## config.mk

```make
export PLATFORM = sky130hd
export DESIGN_NAME = fpu_issue_ctl
export DESIGN_NICKNAME = d
export VERILOG_FILES = /design/src/rtl/fpu_issue_ctl.sv
export SDC_FILE = /design/constraint.sdc
export NUM_CORES = 1
export LEC_CHECK = 0
export BUFFER_PORTS_ARGS = -buffer_cell sky130_fd_sc_hd__buf_2
export CAP_MARGIN = 20
export CORE_AREA = 2 2 100 102
export CTS_BUF_LIST = sky130_fd_sc_hd__clkbuf_16
export DETAILED_ROUTE_END_ITERATION = 8
export DIE_AREA = 0 0 102 104
export PLACE_DENSITY = 0.67
export SLEW_MARGIN = 20
export SYNTH_ARGS = -nofsm -noshare
export SYNTH_HDL_FRONTEND = slang
export SYNTH_SLANG_ARGS = --single-unit
```

## constraint.sdc

```tcl
create_clock -name clk -period 5 [get_ports clk]
set_input_delay 1.5 -clock clk [delete_from_list [all_inputs] [get_ports clk]]
set_output_delay 1.5 -clock clk [all_outputs]
set_load 0.02 [all_outputs]
```

## src/rtl/fpu_issue_ctl.sv

```systemverilog
// Issue sequencer for the multi-cycle FP units.
// Freezes the pipeline while an FP op is in flight and captures its result.
module fpu_issue_ctl #(
  parameter int L1_CYC = 1,
  parameter int L2_CYC = 2,
  parameter int L3_CYC = 3,
  parameter int CNT_W  = 2
) (
  input  logic        clk,
  input  logic        rst,
  input  logic        issue_valid,
  input  logic [5:0]  issue_op,
  input  logic [4:0]  issue_rd,
  input  logic        n_stall,
  input  logic        flush,
  input  logic [31:0] unit_res,
  output logic [5:0]  op_hold,
  output logic        alu_nstall,
  output logic        busy,
  output logic [4:0]  busy_rd,
  output logic        res_valid,
  output logic [31:0] res_data,
  output logic [4:0]  res_rd,
  output logic [31:0] stall_cnt
);

  typedef enum logic [1:0] {
    IDLE,
    EXEC,
    DONE
  } state_t;

  state_t           state;
  logic [CNT_W-1:0] cnt;
  logic [CNT_W-1:0] lat_cnt;
  logic             lat_ok;
  logic             accept;

  // latency class decode: countdown preload for the issued op
  always_comb begin
    lat_ok  = 1'b1;
    lat_cnt = '0;
    case (issue_op)
      6'b010110, 6'b010111,
      6'b011001, 6'b011010:
        lat_cnt = CNT_W'(L1_CYC - 1);
      6'b010000, 6'b010001,
      6'b010010, 6'b010100:
        lat_cnt = CNT_W'(L2_CYC - 1);
      6'b010011:
        lat_cnt = CNT_W'(L3_CYC - 1);
      default:
        lat_ok = 1'b0;
    endcase
  end

  // accept gates the freeze in the issue cycle itself
  always_comb begin
    accept = (state == IDLE) & issue_valid & lat_ok
           & ~flush & ~rst;
    alu_nstall = ~(accept |
                   ((state == EXEC) && (cnt != '0)));
  end

  assign busy = (state == EXEC);

  // sequencer, result capture and stall statistics
  always_ff @(posedge clk or posedge rst) begin
    if (rst) begin
      state     <= IDLE;
      cnt       <= '0;
      op_hold   <= '0;
      busy_rd   <= '0;
      res_valid <= 1'b0;
      res_data  <= '0;
      res_rd    <= '0;
      stall_cnt <= '0;
    end else begin
      res_valid <= 1'b0;
      if (!alu_nstall && stall_cnt != '1)
        stall_cnt <= stall_cnt + 32'd1;
      case (state)
        IDLE: begin
          if (accept) begin
            op_hold <= issue_op;
            busy_rd <= issue_rd;
            cnt     <= lat_cnt;
            state   <= EXEC;
          end
        end
        EXEC: begin
          if (flush) begin
            cnt   <= '0;
            state <= IDLE;
          end else if (cnt != '0) begin
            cnt <= cnt - CNT_W'(1);
          end else begin
            res_data  <= unit_res;
            res_rd    <= busy_rd;
            res_valid <= 1'b1;
            state     <= n_stall ? IDLE : DONE;
          end
        end
        DONE: begin
          if (flush || n_stall)
            state <= IDLE;
        end
        default: state <= IDLE;
      endcase
    end
  end

endmodule
```

==> metrics.cfg, run 1 <==
[floorplanning]
num_rows=36
core-area_um2=9550
die_area_um2=10600
start_util_pct=40.9
io_pins=131
die_w_um=102
die_h_um=104

[route]
ant_nets=0
drt_wl_total_um=8240
wl_per_cell_um=14.6
drtIter0Drc=38
dr.pass1.iters=4
via_count=2830
avgViaCountPerCell=5.01
drc=0

[clocking]
cts.reportedPaths.clkPinSlew_ps=60
clock_sinks=85
insertion_delay_ps=330
cts_buffers=9
post_cts_buffers=0
ctsHoldBuffers=0
cts_tree=built
post_cts_resize_count=0
htreeDepth=3
root_buffer=clkbuf_16
cts_buffer_depth=2

[power]
clockPowerShare_pct=40.2
powerDensity_nw_per_um2=365
pwr-share-seq_pct=44.0
irDropWorstVdd_v=0.000176
power.share.switching_pct=25.5
p_total_mw=1.82
p_comb_share_pct=15.8
power.switching_uw=465
internal_power_mw=1.36
leakagePower_nw=2.68

[job]
max_cap_viol_count=0

[timing]
tightestPinTransition_ps=1030
max-slew-margin-rel_pct=31.2
fin_crit_sh_pct=82.2
timing.setup.tns_ps=0
finalMaxSlewViolations=0
fin_crit_ps=4110
rsz0062_at_grt=false
max_freq_mhz=243
finClkSkew_ps=4.93
finalHoldViolCount=0
setup_viol=0

[critical_path]
crit_start=issue_op[0]
critPathKind=input pin to output pin
worstPathRequired_ps=3500
end_kind=output pin
path_max_fanout=5
crit_path_start_kind=input pin
worstPathArrival_ps=2610
r2r-start=stall_cnt[5]$_DFFE_PP0P_
ff2ff_setup_slack_ps=2320

[global_routing]
grt_pass1_vias=2808
grtUsageTotal_pct=16.1
grt_max_degree=54
antenna_found_initial=0
grt-ovfl-total=0
grt_pass1_wl_um=13500

[logic_synthesis]
synth_edf_count=0
syn_area_um2=3900
ys.flop_type=dfrtp_1
yosysUniqueCellTypes=42
ys_async_sr_fraction_pct=100
synth-seq-cells=85
synth.net_count=349
yosysSeqAreaShare_pct=54.5
yosys_warnings=0
synth_area_per_cell_um2=13.1
syn-instance-count=299

[finish]
n_antenna_cell=0
n_fill_cell=876
layout_common_cells=130 x buf_2, 85 x dfrtp_1, 31 x mux2_2
multi_input_area_um2=1670
nNetsFinal=478
layout-drive-gt1-share_pct=45.6
ff_latch_area_um2=2130
syn2layout_area_growth_pct=27.9
final_common_cell=buf_2

[worst_hold_path]
hp-class=register to register
worstHoldStart=op_hold[4]$_DFFE_PP0P_

[place]
hpwl_um=6100
gp_routability_congestion=0.774
portBuffers=130

[status]
status=finished clean

[cell type report]
type | count | share of cell area (%)
Clock inverter | 6 | 2.11
Sequential cell | 85 | 42.6
Timing Repair Buffer | 132 | 13.3
Multi-Input combinational cell | 191 | 33.4
Clock buffer | 9 | 4.51
Tap cell | 133 | 3.34
Inverter | 9 | 0.702
[worst max-delay path: stages]
cell	delay (ps)
buf_2	130
nor3b_1	150
or3_1	360
o221ai_2	240
buf_2	230
[logic make-up (layout without fill, tap and decap cells)]
kind of cell	after synthesis	after routing	share of synthesized area, %
AO/OA/AOI/OAI	12	12	2.34
adder cells (fa/ha/maj)	3	3	0.898
buffers and inverters	23	156	3.01
AND/OR/NAND/NOR	96	96	18.1
XOR/XNOR	30	30	6.73
flip-flops	85	85	54.5
multiplexers	50	50	14.4
[metrics by stage]
step | std cells | util, % | area (um2) | hold WS, ps | worst slack (ps)
after floorplan | 299 | - | 3900 | 464 | 1050
after global placement | 550 | 48.8 | 4660 | 446 | 860
after detailed placement | 550 | 48.8 | 4660 | 452 | 874
after CTS | 565 | 52.3 | 4990 | 466 | 866
after global routing | 565 | 52.3 | 4990 | 487 | 853
final | 565 | 52.3 | 4990 | 468 | 890
[final timing paths]
path / to / cells after the start
worst max-delay path: alu_nstall / 5
worst min-delay path: op_hold[4]$_DFFE_PP0P_ / 1
worst max register to register: stall_cnt[1]$_DFFE_PP0P_ / 5
worst min register to register: op_hold[4]$_DFFE_PP0P_ / 1
max in group asynchronous: res_data[17]$_DFFE_PP0P_ / 3
min in group asynchronous: res_data[10]$_DFFE_PP0P_ / 2
[per-layer routing]
metal  track usage, %  vias up  wire, um
met3             4.44        7       749
met4             7.14        0       108
met1             20.3     1373      3590
li1                 -     1331         -
met2             25.5      119      3790
met5                0        -         0
[cell usage after synthesis, types with 3 or more instances]
| cell type | instances | share of area [%] |
|---|---|---|
| and3_1 | 5 | 0.80 |
| buf_2 | 7 | 0.90 |
| buf_4 | 4 | 0.77 |
| dfrtp_1 | 85 | 55 |
| inv_1 | 8 | 0.77 |
| mux2_1 | 19 | 5.5 |
| mux2_2 | 31 | 8.9 |
| nand2_1 | 6 | 0.58 |
| nand2b_1 | 4 | 0.64 |
| nand3_1 | 16 | 2.1 |
| nand4_1 | 4 | 0.64 |
| nor2_1 | 7 | 0.67 |
| nor2b_1 | 4 | 0.64 |
| nor3_1 | 10 | 1.3 |
| nor4_1 | 9 | 1.4 |
| nor4_2 | 5 | 1.6 |
| nor4b_2 | 6 | 2.3 |
| o2111ai_1 | 3 | 0.67 |
| o22ai_1 | 3 | 0.48 |
| or2_1 | 3 | 0.48 |
| or3_1 | 4 | 0.64 |
| xnor2_1 | 4 | 0.90 |
| xor2_1 | 26 | 5.8 |
[power by group through the flow]
stage	clock network, mW	logic, mW	registers, mW
detailed placement	0	0.293	0.814
global route	0.781	0.316	0.813
global placement	0	0.288	0.810
CTS	0.751	0.294	0.802
finish	0.734	0.288	0.801
floorplan	0	0.0839	0.903
[registers in the layout, indices dropped and copies added, names as in the netlist]
| signal | count |
|---|---|
| busy_rd | 5 |
| res_valid | 1 |
| res_data | 32 |
| cnt | 2 |
| state | 2 |
| stall_cnt | 32 |
| op_hold | 6 |
| res_rd | 5 |
Power figures use the tool's default switching activity.
==> run 2: changes to the inputs <==
--- a/config.mk
+++ b/config.mk
@@ -5,12 +5,13 @@
 export SDC_FILE = /design/constraint.sdc
 export NUM_CORES = 1
 export LEC_CHECK = 0
+export ABC_AREA = 1
 export BUFFER_PORTS_ARGS = -buffer_cell sky130_fd_sc_hd__buf_2
 export CAP_MARGIN = 20
-export CORE_AREA = 2 2 100 102
+export CORE_AREA = 2 2 104 106
 export CTS_BUF_LIST = sky130_fd_sc_hd__clkbuf_16
 export DETAILED_ROUTE_END_ITERATION = 8
-export DIE_AREA = 0 0 102 104
+export DIE_AREA = 0 0 106 108
 export PLACE_DENSITY = 0.67
 export SLEW_MARGIN = 20
 export SYNTH_ARGS = -nofsm -noshare
==> constraint.sdc (replaced) <==
create_clock -name clk -period 4.2 [get_ports clk]
set_input_delay 1.26 -clock clk [delete_from_list [all_inputs] [get_ports clk]]
set_output_delay 1.26 -clock clk [all_outputs]
set_load 0.02 [all_outputs]
==> metrics.cfg, run 2 <==
[status]
status=finished clean

[timing]
max-slew-margin-rel_pct=52.4
fin_crit_ps=3440
finalMaxSlewViolations=0
fin_crit_sh_pct=82.0
setup_viol=0
tightestPinTransition_ps=714
finalHoldViolCount=0
worst_slack_ps=755
rsz0062_at_grt=false
finalHoldWorstSlack_ps=461
max_freq_mhz=290
finClkSkew_ps=6.02

[critical_path]
path_max_fanout=4
critPathSlowestCell=nor2_1
cp_num_buf_inv=4
path_cells=buf_2 -> clkinvlp_4 -> nand3_2 -> nor2_1 -> nand3_2 -> nand2_4 -> inv_4 -> buf_2
worstPathArrival_ps=2180
slowest_delay_ps=160
cpLargestDelayFamily=simple AND/OR/NAND/NOR gates
end_kind=output pin
critPathKind=input pin to output pin
worstPathRequired_ps=2940
crit_path_start_kind=input pin

[place]
portBuffers=130
dpl_cell_area_um2=5050
hpwl_um=8330
gp_routability_congestion=0.873
numPlacedInstances=834
place_ws_ps=762

[global_routing]
antenna_found_initial=0
grtUsageTotal_pct=20.4
grt_pass1_vias=3848
grt_max_degree=60
grt-ovfl-total=0
grt_pass1_wl_um=18300

[logic_synthesis]
yosys_warnings=0
netlist_top_cells_area=dfrtp_1 50%, nand2_1 28%, nor2_1 5.5%
yosysSeqAreaShare_pct=49.8
synth_area_per_cell_um2=7.39
synth.largest_area_cell=dfrtp_1
ys.flop_type=dfrtp_1
post-synth-top-count-cell=nand2_1
yosysUniqueCellTypes=25
synth-seq-cells=85
synth_commonest_cells=314 x nand2_1, 85 x dfrtp_1, 63 x nor2_1
ys_async_sr_fraction_pct=100
synth.net_count=628
syn-instance-count=578
yosysTopAreaCellShare_pct=49.8
syn_area_um2=4270
synth_edf_count=0

[floorplanning]
die_h_um=108
start_util_pct=41.7
num_rows=37
io_pins=131
die_area_um2=11400
core-area_um2=10200
die_w_um=106

[route]
via_count=4049
dr.pass1.iters=4
avgViaCountPerCell=4.76
drc=0
drt_wl_total_um=11200
drtIter0Drc=247
wl_per_cell_um=13.2
ant_nets=0

[power]
internal_power_mw=1.57
p_comb_share_pct=20.8
power.share.switching_pct=32.1
powerDensity_nw_per_um2=431
irDropWorstVdd_v=0.000249
leakagePower_nw=2.98
clockPowerShare_pct=35.2
power.switching_uw=739
pwr-share-seq_pct=44.0

[clocking]
root_buffer=clkbuf_16
clock_sinks=85
post_cts_resize_count=0
cts_buffer_depth=2
ctsHoldBuffers=0
insertion_delay_ps=340
post_cts_buffers=0
cts_tree=built
cts_buffers=9
cts.reportedPaths.clkPinSlew_ps=70
htreeDepth=3

[finish]
n_antenna_cell=0
top_regs=res_data: 32 flops, stall_cnt: 32 flops, op_hold: 6 flops
layout_common_cells=314 x nand2_1, 130 x buf_2, 85 x dfrtp_1
n_fill_cell=1034
nNetsFinal=759
instances_no_fill=850
syn2layout_area_growth_pct=25.3
final_cell_area_um2=5350
final_common_cell=nand2_1
layout-drive-gt1-share_pct=23.0
postLayoutCoreUtil_pct=52.3

[worst_hold_path]
hp-class=register to register

[job]
max_cap_viol_count=0

-- run 2: changes by cell type after synthesis, sizes merged, moves of 9 or more --
cell	change
nand2	+313
nor2	+60
mux2	-50
inv	+22
nor4	-15
o21ai	+14
xor2	-14
nand3b	+12
nand3	-9
nor3	-9
nor4b	-9
-- run 2: kinds of logic after synthesis --
group / Yosys count / synth area share, %
compound gates: 21 / 2.46
fa+ha+maj: 2 / 0.586
buf+inv: 44 / 4.89
flops: 85 / 49.8
xor+xnor: 15 / 3.08
simple gates: 411 / 39.2
-- run 2: power by group through the flow --
stage	logic (mW)	registers, mW	clock network, mW
after floorplan	0.137	1.18	0
after global placement	0.480	1.02	0
after detailed placement	0.487	1.03	0
after CTS	0.489	1.01	0.827
after global routing	0.529	1.03	0.871
final	0.480	1.01	0.810
-- run 2: layer usage --
layer  global-route usage, %  vias up  wire [um]
met5                       0        -          0
met4                    8.27        0        224
met3                    3.74       17        604
met2                    33.9      113       5410
met1                    26.5     1890       4990
li1                        -     2029          -
-- run 2: path summary, 6_finish.rpt --
| path | from | endpoint | slack [ps] | depth (start not counted) |
|---|---|---|---|---|
| max reg2reg | stall_cnt[0]$_DFFE_PP0P_ | stall_cnt[30]$_DFFE_PP0P_ | 2170 | 10 |
| min reg2reg | op_hold[4]$_DFFE_PP0P_ | op_hold[4]$_DFFE_PP0P_ | 460 | 2 |
| max in group asynchronous | rst | stall_cnt[6]$_DFFE_PP0P_ | 2040 | 4 |
| min in group asynchronous | rst | stall_cnt[26]$_DFFE_PP0P_ | 1100 | 3 |
| max | rst | alu_nstall | 760 | 8 |
| min | op_hold[4]$_DFFE_PP0P_ | op_hold[4]$_DFFE_PP0P_ | 460 | 2 |
-- run 2: tightest hold or removal path, cell delays in order (launching register included) --
cell,delay (ps)
dfrtp_1,340
inv_1,40
nand2_1,50
-- run 2: layout make-up --
| type | count | area (um2) | share of cell area [%] |
|---|---|---|---|
| clock buffers | 9 | 225 | 4.21 |
| clock inverters | 7 | 75.1 | 1.40 |
| inverters | 30 | 124 | 2.31 |
| multi-input cells | 449 | 1950 | 36.4 |
| flip-flops and latches | 85 | 2130 | 39.7 |
| well taps | 136 | 170 | 3.18 |
| repair buffers | 134 | 681 | 12.7 |
-- run 2: per-stage QoR --
step                TNS (ps)  power [mW]
detailed placement         0        1.52
finish                     0        2.31
global route               0        2.43
CTS                        0        2.33
floorplan               -121        1.32
global placement           0        1.50
==> run 3: changes to the inputs <==
--- a/config.mk
+++ b/config.mk
@@ -5,14 +5,14 @@
 export SDC_FILE = /design/constraint.sdc
 export NUM_CORES = 1
 export LEC_CHECK = 0
-export ABC_AREA = 1
+export ABC_AREA = 0
 export BUFFER_PORTS_ARGS = -buffer_cell sky130_fd_sc_hd__buf_2
 export CAP_MARGIN = 20
-export CORE_AREA = 2 2 104 106
+export CORE_AREA = 2 2 100 102
 export CTS_BUF_LIST = sky130_fd_sc_hd__clkbuf_16
 export DETAILED_ROUTE_END_ITERATION = 8
-export DIE_AREA = 0 0 106 108
-export PLACE_DENSITY = 0.67
+export DIE_AREA = 0 0 102 104
+export PLACE_DENSITY = 0.7
 export SLEW_MARGIN = 20
 export SYNTH_ARGS = -nofsm -noshare
 export SYNTH_HDL_FRONTEND = slang
==> constraint.sdc (replaced) <==
create_clock -name clk -period 2.8 [get_ports clk]
set_input_delay 0.84 -clock clk [delete_from_list [all_inputs] [get_ports clk]]
set_output_delay 0.84 -clock clk [all_outputs]
set_load 0.02 [all_outputs]
==> metrics.cfg, run 3 (synthesis gave the netlist of run 1 again) <==
[status]
status=finished clean

[finish]
n_antenna_cell=0
top_regs=res_data: 32 flops, stall_cnt: 32 flops, op_hold: 6 flops
instances_no_fill=574
final_common_cell=buf_2
layout-drive-gt1-share_pct=47.2
layout_common_cells=129 x buf_2, 85 x dfrtp_1, 31 x mux2_2
postLayoutCoreUtil_pct=53.2
nNetsFinal=486
syn2layout_area_growth_pct=30.3

[timing]
fin_crit_sh_pct=97.2
rsz0062_at_grt=false
finalHoldWorstSlack_ps=458
finalHoldViolCount=0
tightestPinTransition_ps=635
finalMaxSlewViolations=0
max_freq_mhz=368
worst_slack_ps=79.6
fin_crit_ps=2720
max-slew-margin-rel_pct=57.7
setup_viol=0
finClkSkew_ps=9.41

[route]
wl_per_cell_um=14.6
avgViaCountPerCell=5.00
drc=0
drtIter0Drc=47
drt_wl_total_um=8400
dr.pass1.iters=4
ant_nets=0
via_count=2868

[power]
leakagePower_nw=2.71
irDropWorstVdd_v=0.000435
powerDensity_nw_per_um2=628

[critical_path]
end_kind=output pin
crit_path_start_kind=input pin
worstRegToRegCells=8
critPathKind=input pin to output pin
path_cells=buf_2 -> nor3b_1 -> or3_4 -> o221ai_4 -> buf_6
worstPathRequired_ps=1960
path_max_fanout=2
critPathSlowestCell=or3_4
ff2ff_setup_slack_ps=370
slowest_delay_ps=380
r2r-start=cnt[0]$_DFFE_PP0P_
r2r_end=stall_cnt[1]$_DFFE_PP0P_
worstPathArrival_ps=1880

[place]
place_ws_ps=3.10
numPlacedInstances=558
hpwl_um=6210
gp_routability_congestion=0.789
portBuffers=130

[floorplanning]
start_util_pct=40.9
io_pins=131
die_h_um=104
core-area_um2=9550
num_rows=36
die_area_um2=10600
die_w_um=102

[worst_hold_path]
hp-class=register to register
min_path_cells=1
min_to=op_hold[4]$_DFFE_PP0P_
worstHoldStart=op_hold[4]$_DFFE_PP0P_

[global_routing]
grt_pass1_wl_um=13700
antenna_found_initial=0
grtUsageTotal_pct=15.9
grt_pass1_vias=2762
grt-ovfl-total=0
grt_max_degree=51

[clocking]
clock_sinks=85
cts_tree=built
cts_buffer_depth=2
cts_buffers=9
insertion_delay_ps=320
cts.reportedPaths.clkPinSlew_ps=60
root_buffer=clkbuf_16
htreeDepth=3
post_cts_buffers=0

[job]
max_cap_viol_count=0

-- run 3: final cells by class --
cell class                      count  area (um2)
Timing Repair Buffer              140         744
Tap cell                          133         166
Clock buffer                        9         225
Inverter                            9        37.5
Multi-Input combinational cell    191        1690
Sequential cell                    85        2130
Fill cell                         825        4470
Clock inverter                      7        88.8
-- run 3: what timing repair did --
action / CTS / global route
endpoints found under the setup margin: 1 / 1
hold endpoints to repair: 0 / 0
resized for setup: 2 / 4
hold buffers: 0 / 0
pin swaps: 0 / 2
-- run 3: worst max-delay path by stage --
stage / startpoint / endpoint
after floorplan: issue_op[0] / alu_nstall
after global placement: issue_op[0] / alu_nstall
after detailed placement: issue_op[0] / alu_nstall
after CTS: cnt[0]$_DFFE_PP0P_ / alu_nstall
after global routing: cnt[0]$_DFFE_PP0P_ / alu_nstall
final: issue_op[0] / alu_nstall
-- run 3: where the power goes --
group          internal [mW]  switching, mW
Combinational          0.214          0.312
Clock                  0.776          0.455
Sequential              1.36         0.0760
-- run 3: through the flow --
stage | setup TNS, ps | total power, mW | area [um2]
final | 0 | 3.19 | 5080
after global routing | 0 | 3.34 | 5080
after CTS | 0 | 3.23 | 5060
after detailed placement | 0 | 1.98 | 4730
after global placement | -0.652 | 1.97 | 4730
after floorplan | 0 | 1.76 | 3910
-- run 3: layer usage --
| layer | GRT usage (%) | wire (um) | up-vias |
|---|---|---|---|
| li1 | - | - | 1354 |
| met1 | 22.0 | 3860 | 1390 |
| met2 | 25.1 | 3910 | 117 |
| met3 | 3.43 | 560 | 7 |
| met4 | 4.95 | 68 | 0 |
| met5 | 0 | 0 | - |
-- run 3: critical path, delay by kind of cell --
family,cells,cell delay [ps]
buffers and inverters,2,270
AND/OR/NAND/NOR,2,520
AO/OA/AOI/OAI,1,240
